===== config.mk =====
export PLATFORM = sky130hd
export DESIGN_NAME = comb_arbiter
export DESIGN_NICKNAME = d
export VERILOG_FILES = /design/src/rtl/comb_arbiter_pkg.sv /design/src/rtl/comb_arbiter_combinational.sv /design/src/rtl/comb_arbiter.sv
export SDC_FILE = /design/constraint.sdc
export NUM_CORES = 1
export LEC_CHECK = 0
export CAP_MARGIN = 20
export CORE_MARGIN = 4
export CORE_UTILIZATION = 44
export CTS_CLUSTER_DIAMETER = 40
export DETAILED_ROUTE_END_ITERATION = 10
export PLACE_DENSITY = 0.86
export SKIP_LAST_GASP = 1
export SYNTH_ARGS = -nofsm -noshare
export SYNTH_HDL_FRONTEND = slang
export SYNTH_HIERARCHICAL = 1
export SYNTH_SLANG_ARGS = --single-unit

===== constraint.sdc =====
create_clock -name clk -period 1.95 [get_ports clk]
set_clock_uncertainty 0.2 [all_clocks]
set_input_delay 0.39 -clock clk [delete_from_list [all_inputs] [get_ports clk]]
set_output_delay 0.39 -clock clk [all_outputs]
set_load 0.02 [all_outputs]

===== src/rtl/comb_arbiter_pkg.sv =====
// Shared types and constants for the two-requester multicycle datapath arbiter.
package comb_arbiter_pkg;

    localparam int DATA_WIDTH = 8;
    localparam int NUM_REQ    = 2;
    localparam int CNT_WIDTH  = 4;

    typedef logic [DATA_WIDTH-1:0] data_t;
    typedef logic [$clog2(NUM_REQ)-1:0] id_t;
    typedef logic [CNT_WIDTH-1:0] cnt_t;

    typedef enum logic [1:0] {
        IDLE,
        EXEC,
        DONE
    } comb_arb_state_t;

endpackage


===== src/rtl/comb_arbiter_combinational.sv =====
// Purely combinational 8-bit datapath: sum of operands mixed with a nibble swap.
module combinational
    import comb_arbiter_pkg::*;
(
    input  logic [DATA_WIDTH-1:0] x,
    input  logic [DATA_WIDTH-1:0] y,
    output logic [DATA_WIDTH-1:0] out
);

    localparam int HALF = DATA_WIDTH / 2;

    // Result: (x + y) XOR {low half of x, high half of y}
    always_comb begin
        out = (x + y) ^ {x[HALF-1:0], y[DATA_WIDTH-1:HALF]};
    end

endmodule


===== src/rtl/comb_arbiter.sv =====
// Round-robin arbiter sharing one combinational datapath between two requesters.
// Operands are registered at accept, held for EXEC_CYCLES, and the result is
// registered and returned with the owning requester's ID.
module comb_arbiter
    import comb_arbiter_pkg::*;
#(
    parameter int unsigned EXEC_CYCLES = 1
) (
    input  logic                               clk,
    input  logic                               rst_n,
    input  logic [NUM_REQ-1:0]                 req_valid,
    output logic [NUM_REQ-1:0]                 req_ready,
    input  logic [NUM_REQ-1:0][DATA_WIDTH-1:0] req_x,
    input  logic [NUM_REQ-1:0][DATA_WIDTH-1:0] req_y,
    output logic                               rsp_valid,
    input  logic                               rsp_ready,
    output logic [DATA_WIDTH-1:0]              rsp_data,
    output logic                               rsp_id,
    output logic                               busy
);

    comb_arb_state_t state;
    data_t           x_q;
    data_t           y_q;
    id_t             id_q;
    id_t             last_q;
    cnt_t            cnt_q;
    data_t           dp_out;
    id_t             gnt_id;
    logic            accept;

    // One-hot grant: a lone requester wins; on a tie the one that did not win last.
    function automatic logic [NUM_REQ-1:0] rr_grant(input logic [NUM_REQ-1:0] valid,
                                                    input id_t last);
        logic [NUM_REQ-1:0] gnt;
        gnt = '0;
        case (valid)
            2'b01:   gnt = 2'b01;
            2'b10:   gnt = 2'b10;
            2'b11:   gnt = (last == id_t'(1)) ? 2'b01 : 2'b10;
            default: gnt = '0;
        endcase
        return gnt;
    endfunction

    combinational u_dp (
        .x   (x_q),
        .y   (y_q),
        .out (dp_out)
    );

    // Grant decode: only offered in IDLE, never depends on operand values.
    always_comb begin
        req_ready = '0;
        if (state == IDLE) begin
            req_ready = rr_grant(req_valid, last_q);
        end
        gnt_id = id_t'(req_ready[1]);
        accept = |(req_valid & req_ready);
    end

    // Control FSM with registered operands, result, and response valid.
    always_ff @(posedge clk or negedge rst_n) begin
        if (!rst_n) begin
            state     <= IDLE;
            last_q    <= id_t'(1);
            x_q       <= '0;
            y_q       <= '0;
            id_q      <= '0;
            cnt_q     <= '0;
            rsp_valid <= 1'b0;
            rsp_data  <= '0;
        end else begin
            case (state)
                IDLE: begin
                    if (accept) begin
                        x_q    <= req_x[gnt_id];
                        y_q    <= req_y[gnt_id];
                        id_q   <= gnt_id;
                        last_q <= gnt_id;
                        cnt_q  <= cnt_t'(EXEC_CYCLES - 1);
                        state  <= EXEC;
                    end
                end
                EXEC: begin
                    if (cnt_q == '0) begin
                        rsp_data  <= dp_out;
                        rsp_valid <= 1'b1;
                        state     <= DONE;
                    end else begin
                        cnt_q <= cnt_q - cnt_t'(1);
                    end
                end
                DONE: begin
                    if (rsp_ready) begin
                        rsp_valid <= 1'b0;
                        state     <= IDLE;
                    end
                end
                default: state <= IDLE;
            endcase
        end
    end

    // Owner ID is only rewritten at accept, so it is stable throughout DONE.
    always_comb begin
        rsp_id = id_q;
        busy   = (state != IDLE);
    end

endmodule


==> metrics.md, run 1 <==
| Metric | Value |
|---|---|
| Commonest non-fill, non-tap cell in the layout | `clkdlybuf4s50_1` |
| Final antenna-violating net count | `0` |
| Pin count of the biggest net entering global routing | `34` |
| Relative slew slack | `between 70% and 80%` |
| Status | `finished with violations` |
| Die area | `5450 sq um` |
| RD Place Congestion | `between 0.8 and 0.9` |
| Syn_area_per_cell | `9.64 sq um` |
| I/O Pins | `50` |
| Die W | `73.9 um` |
| Gr ovfl total | `0` |
| First-pass GRT wire length | `approximately 8.8 mm` |
| Seq/Total Area, Yosys | `between 40% and 50%` |
| Num CTS Buffers | `5` |
| Net Count, Synth | `244` |
| Clock sink count | `33` |
| Area leader, netlist | `dfrtp_1` |
| Post-synth EDFFs | `0` |
| Post-synth ARST share | `between 90% and 100%` |
| Worst-Margin Slew | `0.335 ns` |
| Vias after detailed routing | `1767` |
| CTS tree | `done` |
| H-tree depth | `2` |
| Primary FF master, synth | `dfrtp_1` |
| Violations in the final reports | `setup timing` |
| Setup-failing EPs final | `4` |
| 1st-pass router iterations | `4` |
| Maximum vdd drop | `between 0.8 and 0.9 mV` |
| Yosys top cell area share | `42.0%` |
| WP data arrival | `1.98 ns` |
| Cell variety after synth | `42` |
| Number of max-cap violations | `0` |
| CTS clk-pin slew, worst paths | `0.07 ns` |
| Area grow syn2layout | `51.5%` |
| Initial antenna violation count | `0` |
| Drt wl/cell | `16.5 um` |
| Static Leak | `1.24 nW` |
| Critical-path maximum fanout | `4` |
| Synth Warn # | `6` |
| Synth Register Bits | `33` |
| Residual DRC | `0` |
| RR Endpoint | `rsp_data[7]$_DFFE_PN0P_` |
| Final min period | `2.02 ns` |
| Power Density | `1880 nW/um^2` |
| Share of layout cells above drive strength 1 | `approximately 25%` |
| Die Ht | `73.9 um` |
| Worst Setup End Kind | `flip-flop` |
| Crit path kind | `reg -> reg` |
| Worst Path Required | `1.92 ns` |
| Synth Cell Area | `1910 sq um` |
| Worst min-delay path category | `in -> async` |
| R2R Path Start | `y_q[2]$_DFFE_PN0P_` |
| Final Hold Fails | `0` |
| R2R Setup Slk | `-0.07 ns` |
| Core Region | `between 4000 and 5000 sq um` |
| Via count of the first global-routing pass | `~1800` |
| Row cnt | `23` |
| First DRT Iteration DRCs | `112` |
| Hpwl dp | `3.78 mm` |
| Net count, final | `325` |
| Most frequent cells in the layout | `clkdlybuf4s50_1, dfrtp_1, buf_4, nand2_1, nor2_1` |
| Antenna cells | `0` |
| Final Power | `5.44 mW` |
| Input/output buffers | `49` |
| Cell depth of the worst flop-to-flop path | `6` |
| Clk buf depth | `2` |
| Peak Freq | `495 MHz` |
| Final Max Tran Viols | `0` |
| Clock latency on the worst-skew pair | `0.29 ns` |
| Tot GR Track Use | `21.2%` |
| RSZ-0062 raised after global routing | `true` |
| Tcrit/Tclk final | `104%` |
| Initial Utilization | `46.7%` |
| Final WS setup | `-0.0685 ns` |
| Synth top area cells | `dfrtp_1, ha_1, xnor2_1, a21oi_1, nand2_1` |
| Vias per cell | `5.35` |
| Final WL | `between 5 and 6 mm` |
| Clock root cell | `clkbuf_8` |
| Hold_ws | `0.270 ns` |
| Crit start category | `flip-flop` |
| Mapped Cells | `198` |
==> cells in the mapped netlist (2+ instances only) <==
master / n
nor2_2: 2
dfrtp_1: 32
nor2_1: 17
o31ai_1: 4
a311oi_1: 2
nor2b_1: 2
mux2_1: 2
buf_4: 2
nand2_1: 21
o21ai_0: 15
a22o_1: 2
buf_2: 4
xor2_1: 3
ha_1: 8
and3_1: 2
xnor2_1: 10
o21ai_1: 10
inv_1: 9
nor3_1: 2
nand2b_1: 2
a21oi_1: 17
and2_1: 3
mux2i_1: 3
mux2_2: 6
==> worst max path at each step <==
stage / from / to / slack, ns
finish: y_q[2]$_DFFE_PN0P_ / rsp_data[7]$_DFFE_PN0P_ / -0.07
floorplan: x_q[0]$_DFFE_PN0P_ / rsp_data[6]$_DFFE_PN0P_ / 0.003
detailed placement: req_valid[1] / req_ready[1] / -0.50
global placement: req_valid[1] / req_ready[1] / -0.50
global route: y_q[2]$_DFFE_PN0P_ / rsp_data[7]$_DFFE_PN0P_ / -0.12
CTS: req_valid[0] / req_ready[1] / -0.15
==> layout make-up <==
cell class	count	area, sq um
fillers	311	1200
flip-flops and latches	33	828
clock buffers	8	80.1
well taps	50	62.6
repair buffers	81	738
multi-input cells	149	1150
inverters	9	33.8
==> what timing repair did <==
item                                   in CTS  in global routing
pin swaps                                   6                  2
resized for setup                          25                 15
setup endpoints to repair                   6                 11
setup buffers                               4                  3
endpoints found under the hold margin       0                  0
hold buffers                                0                  0
==> sequential cells by signal (all words and copies together), names as in the netlist <==
name and cells:
last_q 1, rsp_id 1, x_q 8, state 2, cnt_q 4, rsp_valid 1
rsp_data 8, y_q 8
==> per-layer routing <==
metal / GRT usage [%] / share of wire, % / vias to the layer above
li1: - / - / 848
met1: 25.5 / 40 / 838
met2: 35.2 / 51 / 63
met3: 5.61 / 5.6 / 18
met4: 9.86 / 3.1 / 0
met5: 0 / 0 / -
==> metrics by stage <==
| step | setup WS [ns] | area, sq um | util [%] | setup TNS (ns) | std cells |
|---|---|---|---|---|---|
| after floorplan | 0.00282 | 1920 | - | 0 | 198 |
| after global placement | -0.498 | 2620 | 64.2 | -2.17 | 315 |
| after detailed placement | -0.502 | 2620 | 64.2 | -3.68 | 315 |
| after CTS | -0.151 | 2830 | 69.3 | -0.224 | 327 |
| after global routing | -0.115 | 2890 | 70.7 | -0.408 | 330 |
| final | -0.0685 | 2890 | 70.7 | -0.208 | 330 |
==> cell families after synthesis <==
family	after synthesis	share of synthesized area, %
flip-flops	33	43.3
multiplexers	11	6.29
AND/OR/NAND/NOR	58	15.5
AO/OA/AOI/OAI	57	17.6
XOR/XNOR	14	6.82
adder cells (fa/ha/maj)	9	6.30
buffers and inverters	16	4.20
==> worst max-delay path, cell delays in order, from the launching register on <==
cell	delay, ns
dfrtp_2	0.44
ha_4	0.33
nand3_4	0.10
a21boi_4	0.22
a41oi_2	0.15
xnor2_1	0.18
mux2_2	0.27
==> where the power goes <==
group | internal (mW) | switching [mW]
registers | 1.03 | 0.284
clock network | 0.253 | 0.237
logic | 1.86 | 1.77
total | 3.15 | 2.29
(Power assumes the default switching activity.)
==> run 2, diff against run 1 <==
- CORE_UTILIZATION: 44 -> 45
- CTS_BUF_LIST: default -> sky130_fd_sc_hd__clkbuf_4
- PLACE_DENSITY: 0.86 -> 0.88
==> run 2 against run 1 <==
Compared with the run above:
- the flow still finishes with violations (setup timing)
- via count decreased by 3.5%
- sequential share of layout area increased by 0.58 points
- setup slack got worse by 0.017 ns
- final cell count decreased by 1.2%
- register-to-register slack got worse by 0.02 ns
- first-iteration DRC count decreased by 43%
- global-route usage decreased by 2.5 points
- highest routed layer unchanged
==> metrics.md, run 2 (synthesis results as in run 1) <==
| Metric | Value |
|---|---|
| Final Power | `5.07 mW (-6.8%)` |
| Final WL | `4.82 mm (-12%)` |
| First DRT Iteration DRCs | `64 (-43%)` |
| Clock latency on the worst-skew pair | `0.34 ns (+0.05 ns)` |
| Pin count of the biggest net entering global routing | `34 (unchanged)` |
| Violations in the final reports | `setup timing` |
| Top layer in use | `met4` |
| Peak Freq | `491 MHz (-0.83%)` |
| Most frequent cells in the layout | `clkdlybuf4s50_1, dfrtp_1, buf_4, nand2_1, nor2_1` |
| Final non-filler cell total | `326 (-1.2%)` |
| CTS tree | `done` |
| Die W | `73.1 um (-1.0%)` |
| RD Place Congestion | `0.840 (-1.1%)` |
| Via count of the first global-routing pass | `1646 (-11%)` |
| Static Leak | `1.24 nW (+0.45%)` |
| Tot GR Track Use | `18.7% (-2.5 points)` |
| Final Max Tran Viols | `0 (unchanged)` |
| 1st-pass router iterations | `4 (unchanged)` |
| Net count, final | `321 (-1.2%)` |
| Wire length on met2 | `2.50 mm (-10%)` |
| Area grow syn2layout | `48.3%` |
| Share of layout cells above drive strength 1 | `24.6% (-0.72 points)` |
| Vias after detailed routing | `1705 (-3.5%)` |
| Tcrit/Tclk final | `104% (+0.87 points)` |
| First-pass GRT wire length | `7.67 mm (-13%)` |
| Final antenna-violating net count | `0 (unchanged)` |
| Worst-Margin Slew | `0.541 ns (+0.206 ns)` |
| Final WS setup | `-0.0854 ns (-0.0169 ns)` |
| Hold_ws | `0.194 ns (-0.0757 ns)` |
| Antenna cells | `0 (unchanged)` |
| Hold buffers post-CTS | `0 (unchanged)` |
| Num CTS Buffers | `5 (unchanged)` |
| Initial antenna violation count | `0 (unchanged)` |
| Vias per cell | `5.23 (-2.3%)` |
| Commonest non-fill, non-tap cell in the layout | `clkdlybuf4s50_1` |
| Drt wl/cell | `14.8 um (-10%)` |
| Hpwl dp | `3.53 mm (-6.6%)` |
| Initial Utilization | `47.0% (+0.33 points)` |
| Layout fillers | `291 (-6.4%)` |
| H-tree depth | `2 (unchanged)` |
| Clock root cell | `clkbuf_4` |
| RSZ-0062 raised after global routing | `true` |
| R2R Setup Slk | `-0.09 ns (-0.02 ns)` |
| Row cnt | `23 (unchanged)` |
| Placed insts | `314 (-0.32%)` |
| Wire length on met3 | `243 um (-21%)` |
| Clock sink count | `33 (unchanged)` |
| Relative slew slack | `63.9% (-14 points)` |
| Regs by FF count | `rsp_data: 8 flops, x_q: 8 flops, y_q: 8 flops` |
| Input/output buffers | `49 (unchanged)` |
| Final min period | `2.04 ns (+0.0169 ns)` |
| Setup-failing EPs final | `3 (-1)` |
| Crit start category | `flip-flop` |
| Number of max-cap violations | `0 (unchanged)` |
| DP Area | `2620 sq um (-0.29%)` |
| Status | `finished with violations` |
| Setup TNS | `-0.137 ns (+0.0715 ns)` |
| Power Density | `1790 nW/um^2 (-4.8%)` |
| Die Ht | `73.1 um (-1.0%)` |
| Critical-path maximum fanout | `2 (-2)` |
| Worst Path Required | `2.03 ns (+0.11 ns)` |
| Final instance area | `2830 sq um (-2.1%)` |
| I/O Pins | `50 (unchanged)` |
| CTS clk-pin slew, worst paths | `0.11 ns (+0.04 ns)` |
| Gr ovfl total | `0 (unchanged)` |
| Core Region | `4060 sq um (-0.70%)` |
| WP data arrival | `2.11 ns (+0.13 ns)` |
| Maximum vdd drop | `0.763 mV (-8.5%)` |
| Worst min-delay path category | `in -> async` |
| Final Hold Fails | `0 (unchanged)` |
| Die area | `5350 sq um (-2.0%)` |
| M1 wire length | `1.97 mm (-11%)` |
| Crit path kind | `reg -> reg` |
| Residual DRC | `0 (unchanged)` |
| Clk buf depth | `2 (unchanged)` |
| Worst Setup End Kind | `flip-flop` |
## run 2: cell count changes in the layout (fill, tap and decap cells not counted), sizes merged
| cell | delta |
|---|---|
| buf | -4 |
| clkdlybuf4s50 | -4 |
| dlymetal6s2s | +4 |
| clkbuf | -2 |
| clkinv | +2 |
| clkdlybuf4s15 | -1 |
| dlygate4sd2 | +1 |
## run 2: power by group
group	internal (mW)	switching (mW)
registers	1.03	0.276
clock network	0.151	0.232
logic	1.78	1.61
## run 2: layout make-up
class / instances / area [sq um] / area share [%]
inverter: 9 / 33.8 / 1.19
tap: 50 / 62.6 / 2.21
clock buffer: 6 / 45.0 / 1.59
multi-input combinational: 149 / 1120 / 39.7
sequential: 33 / 827 / 29.2
clock inverter: 2 / 10.0 / 0.354
timing repair buffer: 77 / 727 / 25.7
## run 2: worst max-delay path, cell delays in order, from the launching register on
cell and delay (ns):
dfrtp_1 0.38, ha_2 0.21, inv_2 0.05, fa_2 0.36, nor2b_2 0.15, o211ai_1 0.12
and3_1 0.17, a311oi_2 0.17, mux2_4 0.17
## run 2: path summary, 6_finish.rpt
kind	start	to	cells past startpoint
max in group asynchronous	rst_n	last_q$_DFFE_PN1P_	2
worst max-delay path	y_q[0]$_DFFE_PN0P_	rsp_data[6]$_DFFE_PN0P_	8
worst max register to register	y_q[0]$_DFFE_PN0P_	rsp_data[6]$_DFFE_PN0P_	8
worst min-delay path	rst_n	rsp_valid$_DFFE_PN0P_	2
min in group clk	rsp_data[1]$_DFFE_PN0P_	rsp_data[1]$_DFFE_PN0P_	1
worst min register to register	rsp_data[1]$_DFFE_PN0P_	rsp_data[1]$_DFFE_PN0P_	1
## run 2: metal layers
layer	up-vias	GRT usage, %
met5	-	0
met2	53	32.4
met1	788	23.2
met3	12	4.13
li1	852	-
met4	0	5.53
## run 2: timing repair
| item | 4_1_cts | 5_1_grt |
|---|---|---|
| pin swaps | 2 | 5 |
| setup endpoints to repair | 6 | 10 |
| gates resized for setup | 22 | 18 |
| buffers inserted | 1 | 3 |
## run 2: metrics by stage
step,utilization (%),setup slack (ns)
final,69.7,-0.0854
after global routing,69.7,-0.131
after CTS,67.2,-0.0561
after detailed placement,64.5,-0.524
after global placement,64.5,-0.485
after floorplan,-,0.00282
